$ cat src/rtl/fmap_ram_pkg.sv
// Shared types for the feature-map RAM port arbiter.
// Round-robin arbitration is selected with FMAP_ARB_RR_EN.
package fmap_ram_pkg;

   typedef enum logic [1:0] {
      IDLE = 2'd0,
      OWN0 = 2'd1,
      OWN1 = 2'd2
   } arb_state_e;

   localparam logic REQ_LOAD = 1'b0;
   localparam logic REQ_CONV = 1'b1;

   function automatic int cnt_width(input int max_burst);
      return $clog2(max_burst + 1);
   endfunction

endpackage

$ cat src/rtl/fmap_arb_pick.sv
// Winner select for a fresh burst when the arbiter is idle.
// FMAP_ARB_RR_EN: round-robin; otherwise requester 0 has priority.
module fmap_arb_pick
   import fmap_ram_pkg::*;
(
   input  logic [1:0] req,
   input  logic       last_served,
   output logic       win
);

`ifdef FMAP_ARB_RR_EN
   always_comb begin
      win = REQ_LOAD;
      if (req == 2'b11) begin
         win = ~last_served;
      end else if (req[1]) begin
         win = REQ_CONV;
      end
   end
`else
   logic unused_last_served;
   assign unused_last_served = last_served;

   always_comb begin
      win = REQ_LOAD;
      if (req[1] && !req[0]) begin
         win = REQ_CONV;
      end
   end
`endif

endmodule

$ cat src/rtl/fmap_ram_arbiter.sv
// Burst arbiter sharing one feature-map RAM port between loader and fetcher.
// FMAP_ARB_RR_EN (in fmap_arb_pick) enables round-robin on contention.
module fmap_ram_arbiter
   import fmap_ram_pkg::*;
#(
   parameter int WIDTH     = 4,
   parameter int ADDR_BIT  = 10,
   parameter int MAX_BURST = 16
) (
   input  logic                clk,
   input  logic                rst_n,
   input  logic                m0_req,
   input  logic                m0_we,
   input  logic [ADDR_BIT-1:0] m0_addr,
   input  logic [WIDTH-1:0]    m0_wdata,
   input  logic                m0_last,
   input  logic                m1_req,
   input  logic                m1_we,
   input  logic [ADDR_BIT-1:0] m1_addr,
   input  logic [WIDTH-1:0]    m1_wdata,
   input  logic                m1_last,
   output logic                m0_gnt,
   output logic                m1_gnt,
   output logic                m0_rvalid,
   output logic                m1_rvalid,
   output logic [WIDTH-1:0]    m_rdata,
   output logic                ram_en,
   output logic                ram_we,
   output logic [ADDR_BIT-1:0] ram_addr,
   output logic [WIDTH-1:0]    ram_di,
   input  logic [WIDTH-1:0]    ram_dout
);

   localparam int CNT_W = cnt_width(MAX_BURST);

   arb_state_e       state_q, state_d;
   logic [CNT_W-1:0] cnt_q, cnt_d, cnt_inc;
   logic             last_served_q, last_served_d;
   logic             rv0_q, rv0_d;
   logic             rv1_q, rv1_d;

   logic                win;
   logic                sel;
   logic                own;
   logic                acc;
   logic                s_req;
   logic                s_we;
   logic                s_last;
   logic [ADDR_BIT-1:0] s_addr;
   logic [WIDTH-1:0]    s_wdata;

   fmap_arb_pick u_pick (
      .req         ({m1_req, m0_req}),
      .last_served (last_served_q),
      .win         (win)
   );

   always_comb begin
      own = 1'b0;
      sel = REQ_LOAD;
      unique case (state_q)
         IDLE: begin
            own = m0_req | m1_req;
            sel = win;
         end
         OWN0: begin
            own = 1'b1;
            sel = REQ_LOAD;
         end
         OWN1: begin
            own = 1'b1;
            sel = REQ_CONV;
         end
         default: begin
            own = 1'b0;
            sel = REQ_LOAD;
         end
      endcase
   end

   assign s_req   = sel ? m1_req   : m0_req;
   assign s_we    = sel ? m1_we    : m0_we;
   assign s_last  = sel ? m1_last  : m0_last;
   assign s_addr  = sel ? m1_addr  : m0_addr;
   assign s_wdata = sel ? m1_wdata : m0_wdata;

   assign acc    = own & s_req;
   assign m0_gnt = own & ~sel;
   assign m1_gnt = own & sel;

   assign ram_en   = acc;
   assign ram_we   = acc & s_we;
   assign ram_addr = acc ? s_addr : '0;
   assign ram_di   = acc ? s_wdata : '0;

   always_comb begin
      state_d       = state_q;
      cnt_d         = cnt_q;
      last_served_d = last_served_q;
      cnt_inc       = cnt_q + 1'b1;
      rv0_d         = acc & ~s_we & ~sel;
      rv1_d         = acc & ~s_we & sel;
      // An owner with no request keeps the port; only accepted beats count.
      if (acc) begin
         if (s_last || cnt_inc == CNT_W'(MAX_BURST)) begin
            state_d       = IDLE;
            cnt_d         = '0;
            last_served_d = sel;
         end else begin
            state_d = sel ? OWN1 : OWN0;
            cnt_d   = cnt_inc;
         end
      end
   end

   always_ff @(posedge clk) begin
      if (!rst_n) begin
         state_q       <= IDLE;
         cnt_q         <= '0;
         last_served_q <= 1'b1;
         rv0_q         <= 1'b0;
         rv1_q         <= 1'b0;
      end else begin
         state_q       <= state_d;
         cnt_q         <= cnt_d;
         last_served_q <= last_served_d;
         rv0_q         <= rv0_d;
         rv1_q         <= rv1_d;
      end
   end

   assign m0_rvalid = rv0_q;
   assign m1_rvalid = rv1_q;
   assign m_rdata   = ram_dout;

endmodule

$ cat config.mk
export PLATFORM = sky130hd
export DESIGN_NAME = fmap_ram_arbiter
export DESIGN_NICKNAME = d
export VERILOG_FILES = /design/src/rtl/fmap_ram_pkg.sv /design/src/rtl/fmap_arb_pick.sv /design/src/rtl/fmap_ram_arbiter.sv
export SDC_FILE = /design/constraint.sdc
export NUM_CORES = 1
export LEC_CHECK = 0
export CORE_AREA = 2 2 60 62
export DETAILED_ROUTE_END_ITERATION = 10
export DIE_AREA = 0 0 62 64
export GPL_TIMING_DRIVEN = 0
export PLACE_DENSITY_LB_ADDON = 0.08
export SYNTH_ARGS = -nofsm -noshare
export SYNTH_HDL_FRONTEND = slang
export SYNTH_SLANG_ARGS = --single-unit
$ cat constraint.sdc
create_clock -name clk -period 2.5 [get_ports clk]
set_input_delay 0.25 -clock clk [delete_from_list [all_inputs] [get_ports clk]]
set_output_delay 0.25 -clock clk [all_outputs]
set_load 0.005 [all_outputs]
==> results of run 1 <==
## path summary, 6_finish.rpt
kind              startpoint  endpoint  cells after the start
setup / recovery  state_q[0]    ram_en                      8
hold reg to reg     cnt_q[0]  cnt_q[0]                      2
hold / removal      cnt_q[0]  cnt_q[0]                      2
setup reg to reg  state_q[0]  cnt_q[3]                      9
## metal layers
metal  up-vias  wire length (microns)
met2        60                   1190
met5         -                      0
met1       455                    984
met3         3                    479
met4         0                     32
li1        502                      -
## per-stage QoR
stage	cell area [sq um]	instances	TNS [ns]	total power [mW]	setup slack, ns
2_1_floorplan	793	101	0	0.312	0.554
3_3_place_gp	1440	206	-4.73	0.493	-0.421
3_5_place_dp	1440	206	-5.12	0.496	-0.452
4_1_cts	1550	212	0	0.657	0.00747
5_1_grt	1580	214	-0.00270	0.696	-0.00270
6_report	1580	214	0	0.648	0.0981
## logic make-up after synthesis
kind of cell / count (synthesis) / synth area share
and+or+nand+nor: 40 / 0.252
muxes: 3 / 0.0410
DFF: 9 / 0.227
adders and majority gates: 4 / 0.0631
buffers and inverters: 14 / 0.106
AOI/OAI and AO/OA: 31 / 0.311
## cells in the final DEF, fill, tap and decap left out, types with 2 or more instances in the layout
cell type        instances
a21oi_1                  3
a22o_1                  14
a31oi_1                  2
buf_4                    7
buf_6                    4
clkbuf_4                 3
clkdlybuf4s50_1         56
dfxtp_1                  7
dfxtp_2                  2
dlymetal6s2s_1           3
ha_1                     3
inv_1                    4
inv_2                    2
mux2_2                   2
nand2_1                 12
nand2b_1                 2
nor2_1                   9
nor3_1                   3
nor3_4                   2
o21ai_0                  2
or3_1                    2
## worst min-delay path: stages (launching register included)
cell and delay (ns):
dfxtp_1 0.34, nand2_1 0.07, a21oi_1 0.06
## final cells by class
cell class,count,area (sq um),share of cell area
well taps,46,57.6,0.0365
inverters,6,22.5,0.0143
repair buffers,63,632,0.401
plain buffers,8,77.6,0.0492
multi-input cells,78,577,0.366
clock buffers,4,26.3,0.0167
flip-flops and latches,9,183,0.116
## power by group
part | switching (mW) | internal, mW | total [mW]
registers | 0.00769 | 0.153 | 0.161
logic | 0.138 | 0.229 | 0.368
clock network | 0.0575 | 0.0618 | 0.119
## timing repair
item                                   CTS  global route
endpoints found under the hold margin    0             0
hold buffers                             0             0
pin swaps                                3             2
setup endpoints to repair               16            16
setup buffers                            2             2
gates resized for setup                 17             5
## flip-flops by register name, indices dropped and copies added (netlist names)
name,flops
m1_rvalid,1
cnt_q,5
state_q,2
m0_rvalid,1
==> flow_summary.toml, run 1 <==
[status]
status = "completed"

[clock_tree]
h-tree-depth = 1
clockRootBuffer = "clkbuf_4"
clk_pin_slew_ns = 0.07
cts_tree = "yes"
cts_buffers = 3
cts_buffer_depth = 2
cts_sinks = 9
clk_latency_ns = 0.27

[synthesis]
yosys_register_bits = 9
yosys_most_used_dff = "dfxtp_1"
post-synth-top-count-cell = "a22o_1"
synth_commonest_cells = "a22o_1, nand2_1, dfxtp_1, nor2_1, inv_1"
netlist_instances = 101
mappedNetlistNets = 145
syn_area_sq_um = 793
synth_top_area_share = 0.227
ys_warn_count = 0
yosysUniqueCellTypes = 36
async_flop_share = 0
synth_seq_area_share = 0.227
post_synth.cell_area_avg_sq_um = 7.85
synth.area.top_cells = "dfxtp_1, a22o_1, ha_1"
yosysTopAreaCell = "dfxtp_1"
synth_enable_flop_cells = 0

[die]
die_x_microns = 62
die_h_microns = 64
coreArea_sq_mm = 0.00328
start_util = 0.242
dieArea_sq_mm = 0.00397
rows = 21
ios = 64

[grt]
use_met1 = 0.149
met2_usage = 0.224
grt_pass1_wl_microns = 4220
grt_overflow_total = 0
gr-max-usage-layer = "met2"
antenna_found_initial = 0
grtUsageMet3 = 0.0911
grt_max_degree = 11
first_global_vias = 1001
track_usage = 0.144

[worst_setup_path]
slowest_delay_ns = 0.50
path_class = "flop to output pin"
rrSetupSlack_ns = 0.52
cp-end-kind = "output pin"
critical_path_required_ns = 2.25
critical-path-top-delay-family = "buffers and inverters"
path_max_fanout = 9
cp_cell_sequence = "inv_2 > ha_1 > buf_6 > o21ai_2 > a221o_1 > buf_6 > inv_2 > clkdlybuf4s50_1"
critPathArrivalTime_ns = 2.15
start_kind = "flop"
critPathBufInv = 5
cp_slowest_cell = "clkdlybuf4s50_1"

[sta]
worst-slew-pin-transition_ns = 0.326
setup_violations = 0
final_max_slew_viol_count = 0
period_share = 0.961
final.setup_skew_ns = 0.00455
hold_ws_ns = 0.515
post-route-min-period_ns = 2.40
slew_headroom = 0.783
fmax_ghz = 0.416
hold_violations = 0

[power]
p_leak_nw = 0.653
ir_drop_v = 0.000123
p_per_area_mw_per_mm2 = 411

[layout]
diodes = 0
final_util = 0.480
fillerInstances = 348
area_growth_pct = 98.6
fin_nets = 213
drive_gt1_frac = 0.185

[placed_design]
dp_hpwl_microns = 2140
io_buffers = 59
place_congestion = 0.789

[routing]
routed_via_density = 4.77
finalWirelength_microns = 2680
wl_per_cell_microns = 12.5
drt_iter0_markers = 35
vias = 1020
ant_nets = 0
drc = 0
dr.pass1.iters = 4

[hold_path]
hp-class = "flop to flop"

[job]
drv_cap = 0
Note: power is estimated with default switching activity, not from simulation.
==> run 2: changes to the inputs <==
--- a/config.mk
+++ b/config.mk
@@ -5,11 +5,15 @@
 export SDC_FILE = /design/constraint.sdc
 export NUM_CORES = 1
 export LEC_CHECK = 0
-export CORE_AREA = 2 2 60 62
+export CELL_PAD_IN_SITES_DETAIL_PLACEMENT = 0
+export CELL_PAD_IN_SITES_GLOBAL_PLACEMENT = 1
+export CORE_AREA = 2 2 65 67
 export DETAILED_ROUTE_END_ITERATION = 10
-export DIE_AREA = 0 0 62 64
+export DIE_AREA = 0 0 67 69
+export GPL_ROUTABILITY_DRIVEN = 0
 export GPL_TIMING_DRIVEN = 0
 export PLACE_DENSITY_LB_ADDON = 0.08
+export SKIP_CTS_REPAIR_TIMING = 1
 export SYNTH_ARGS = -nofsm -noshare
 export SYNTH_HDL_FRONTEND = slang
 export SYNTH_SLANG_ARGS = --single-unit
==> run 2 against run 1 <==
  * First-iteration DRC count increased by 31%
  * Wire length increased by 8.3%
  * Register-to-register slack got worse by 0.04 ns
  * Largest power group unchanged
  * Maximum frequency decreased by 0.57%
  * Total power increased by 8.4%
  * Non-clock buffer count unchanged
  * Core utilization decreased by 7.2 points
  * Sequential share of layout area decreased by 0.15 points
  * Cell area increased by 1.4%
  * Via count increased by 0.49%
  * Sequential cell count unchanged
  * Critical endpoint is now ram_di[3]
==> flow_summary.toml, run 2 (synthesized netlist as in run 1, its figures left out) <==
[worst_setup_path]
cp-end-kind = "output pin"
path_max_fanout = 5
critPathArrivalTime_ns = 2.17
rrSetupSlack_ns = 0.48
start_kind = "flop"
regToRegEndpoint = "cnt_q[3]"
rr_worst_depth = 8
critical_path_required_ns = 2.25
path_class = "flop to output pin"
r2r-start = "state_q[1]"

[routing]
finalWirelength_microns = 2900
wl_per_cell_microns = 13.3
drt_iter0_markers = 46
dr.pass1.iters = 4
vias = 1025
routed_via_density = 4.70
drc = 0
ant_nets = 0

[grt]
first_global_vias = 1003
grt_pass1_wl_microns = 4440
grt_max_degree = 11
track_usage = 0.124
grt_overflow_total = 0
antenna_found_initial = 0

[sta]
hold_violations = 0
fmax_ghz = 0.414
slew_headroom = 0.765
setup_total_negative_slack_ns = 0
final_max_slew_viol_count = 0
period_share = 0.966
setup_violations = 0
hold_ws_ns = 0.514
final.setup_skew_ns = 0.0106
worst-slew-pin-transition_ns = 0.353
post-route-min-period_ns = 2.42

[hold_path]
holdPathEnd = "cnt_q[0]"
hp-class = "flop to flop"
hp-start = "cnt_q[0]"
hold_depth = 2

[die]
die_x_microns = 67
coreArea_sq_mm = 0.00391
dieArea_sq_mm = 0.00462
die_h_microns = 69
rows = 23
ios = 64
start_util = 0.203

[clock_tree]
cts_tree = "yes"
clockRootBuffer = "clkbuf_8"
clk_pin_slew_ns = 0.05
cts_buffers = 3
clk_latency_ns = 0.23
cts_sinks = 9
cts_buffer_depth = 2
h-tree-depth = 1

[layout]
instances_no_fill = 218
final_common_cell = "clkdlybuf4s50_1"
drive_gt1_frac = 0.196
final_cell_mix = "clkdlybuf4s50_1, a22o_1, nand2_1"
top_register = "cnt_q"
fin_nets = 213
largest_reg_flops = 5
final_area_sq_mm = 0.00160
diodes = 0
top_regs = "cnt_q x5, state_q x2"
area_growth_pct = 101

[power]
ir_drop_v = 0.000128
power_mw = 0.702
p_leak_nw = 0.660
p_per_area_mw_per_mm2 = 440

[placed_design]
io_buffers = 59
dpl-instance-area_sq_mm = 0.00145
dp_hpwl_microns = 2360
dp.cells = 210

[job]
drv_cap = 0

[status]
status = "completed"
[run 2: cell type report]
type,instances,area [sq um]
Buffer,8,75.1
Clock buffer,3,41.3
Clock inverter,1,5.00
Fill cell,417,2320
Inverter,6,22.5
Multi-Input combinational cell,78,579
Sequential cell,9,183
Tap cell,50,62.6
Timing Repair Buffer,63,628
[run 2: worst max-delay path, stage by stage (launching register included)]
cell and delay [ns]:
dfxtp_2 0.32, inv_2 0.09, ha_2 0.20, nand2b_4 0.16
a22oi_2 0.08, nor3_4 0.25, buf_4 0.18, a22o_1 0.15
clkdlybuf4s50_1 0.50
[run 2: per-layer routing]
metal | global-route usage | vias to the layer above | share of wire
li1 | - | 504 | -
met1 | 0.132 | 460 | 0.38
met2 | 0.217 | 55 | 0.51
met3 | 0.0408 | 6 | 0.087
met4 | 0.0544 | 0 | 0.026
met5 | 0 | - | 0
[run 2: metrics by stage]
step / utilization / setup WS (ns)
3_3_place_gp: 0.370 / -0.431
6_report: 0.408 / 0.0844
5_1_grt: 0.408 / -0.0231
3_5_place_dp: 0.370 / -0.454
4_1_cts: 0.381 / -0.585
2_1_floorplan: - / 0.554
[run 2: how the worst max path moves through the flow]
stage                          start          end  slack (ns)  depth (start not counted)
after detailed placement      m0_req  ram_addr[8]       -0.45                          7
after global routing      state_q[0]    ram_di[3]       -0.02                          8
final                     state_q[0]    ram_di[3]        0.08                          8
after floorplan           state_q[1]  ram_addr[2]        0.55                          6
after CTS                 state_q[1]  ram_addr[8]       -0.59                          7
after global placement        m0_req  ram_addr[8]       -0.43                          6
[run 2: where the power goes]
part	internal, mW	switching, mW
clock	0.109	0.0591
sequential	0.154	0.00793
combinational	0.229	0.144
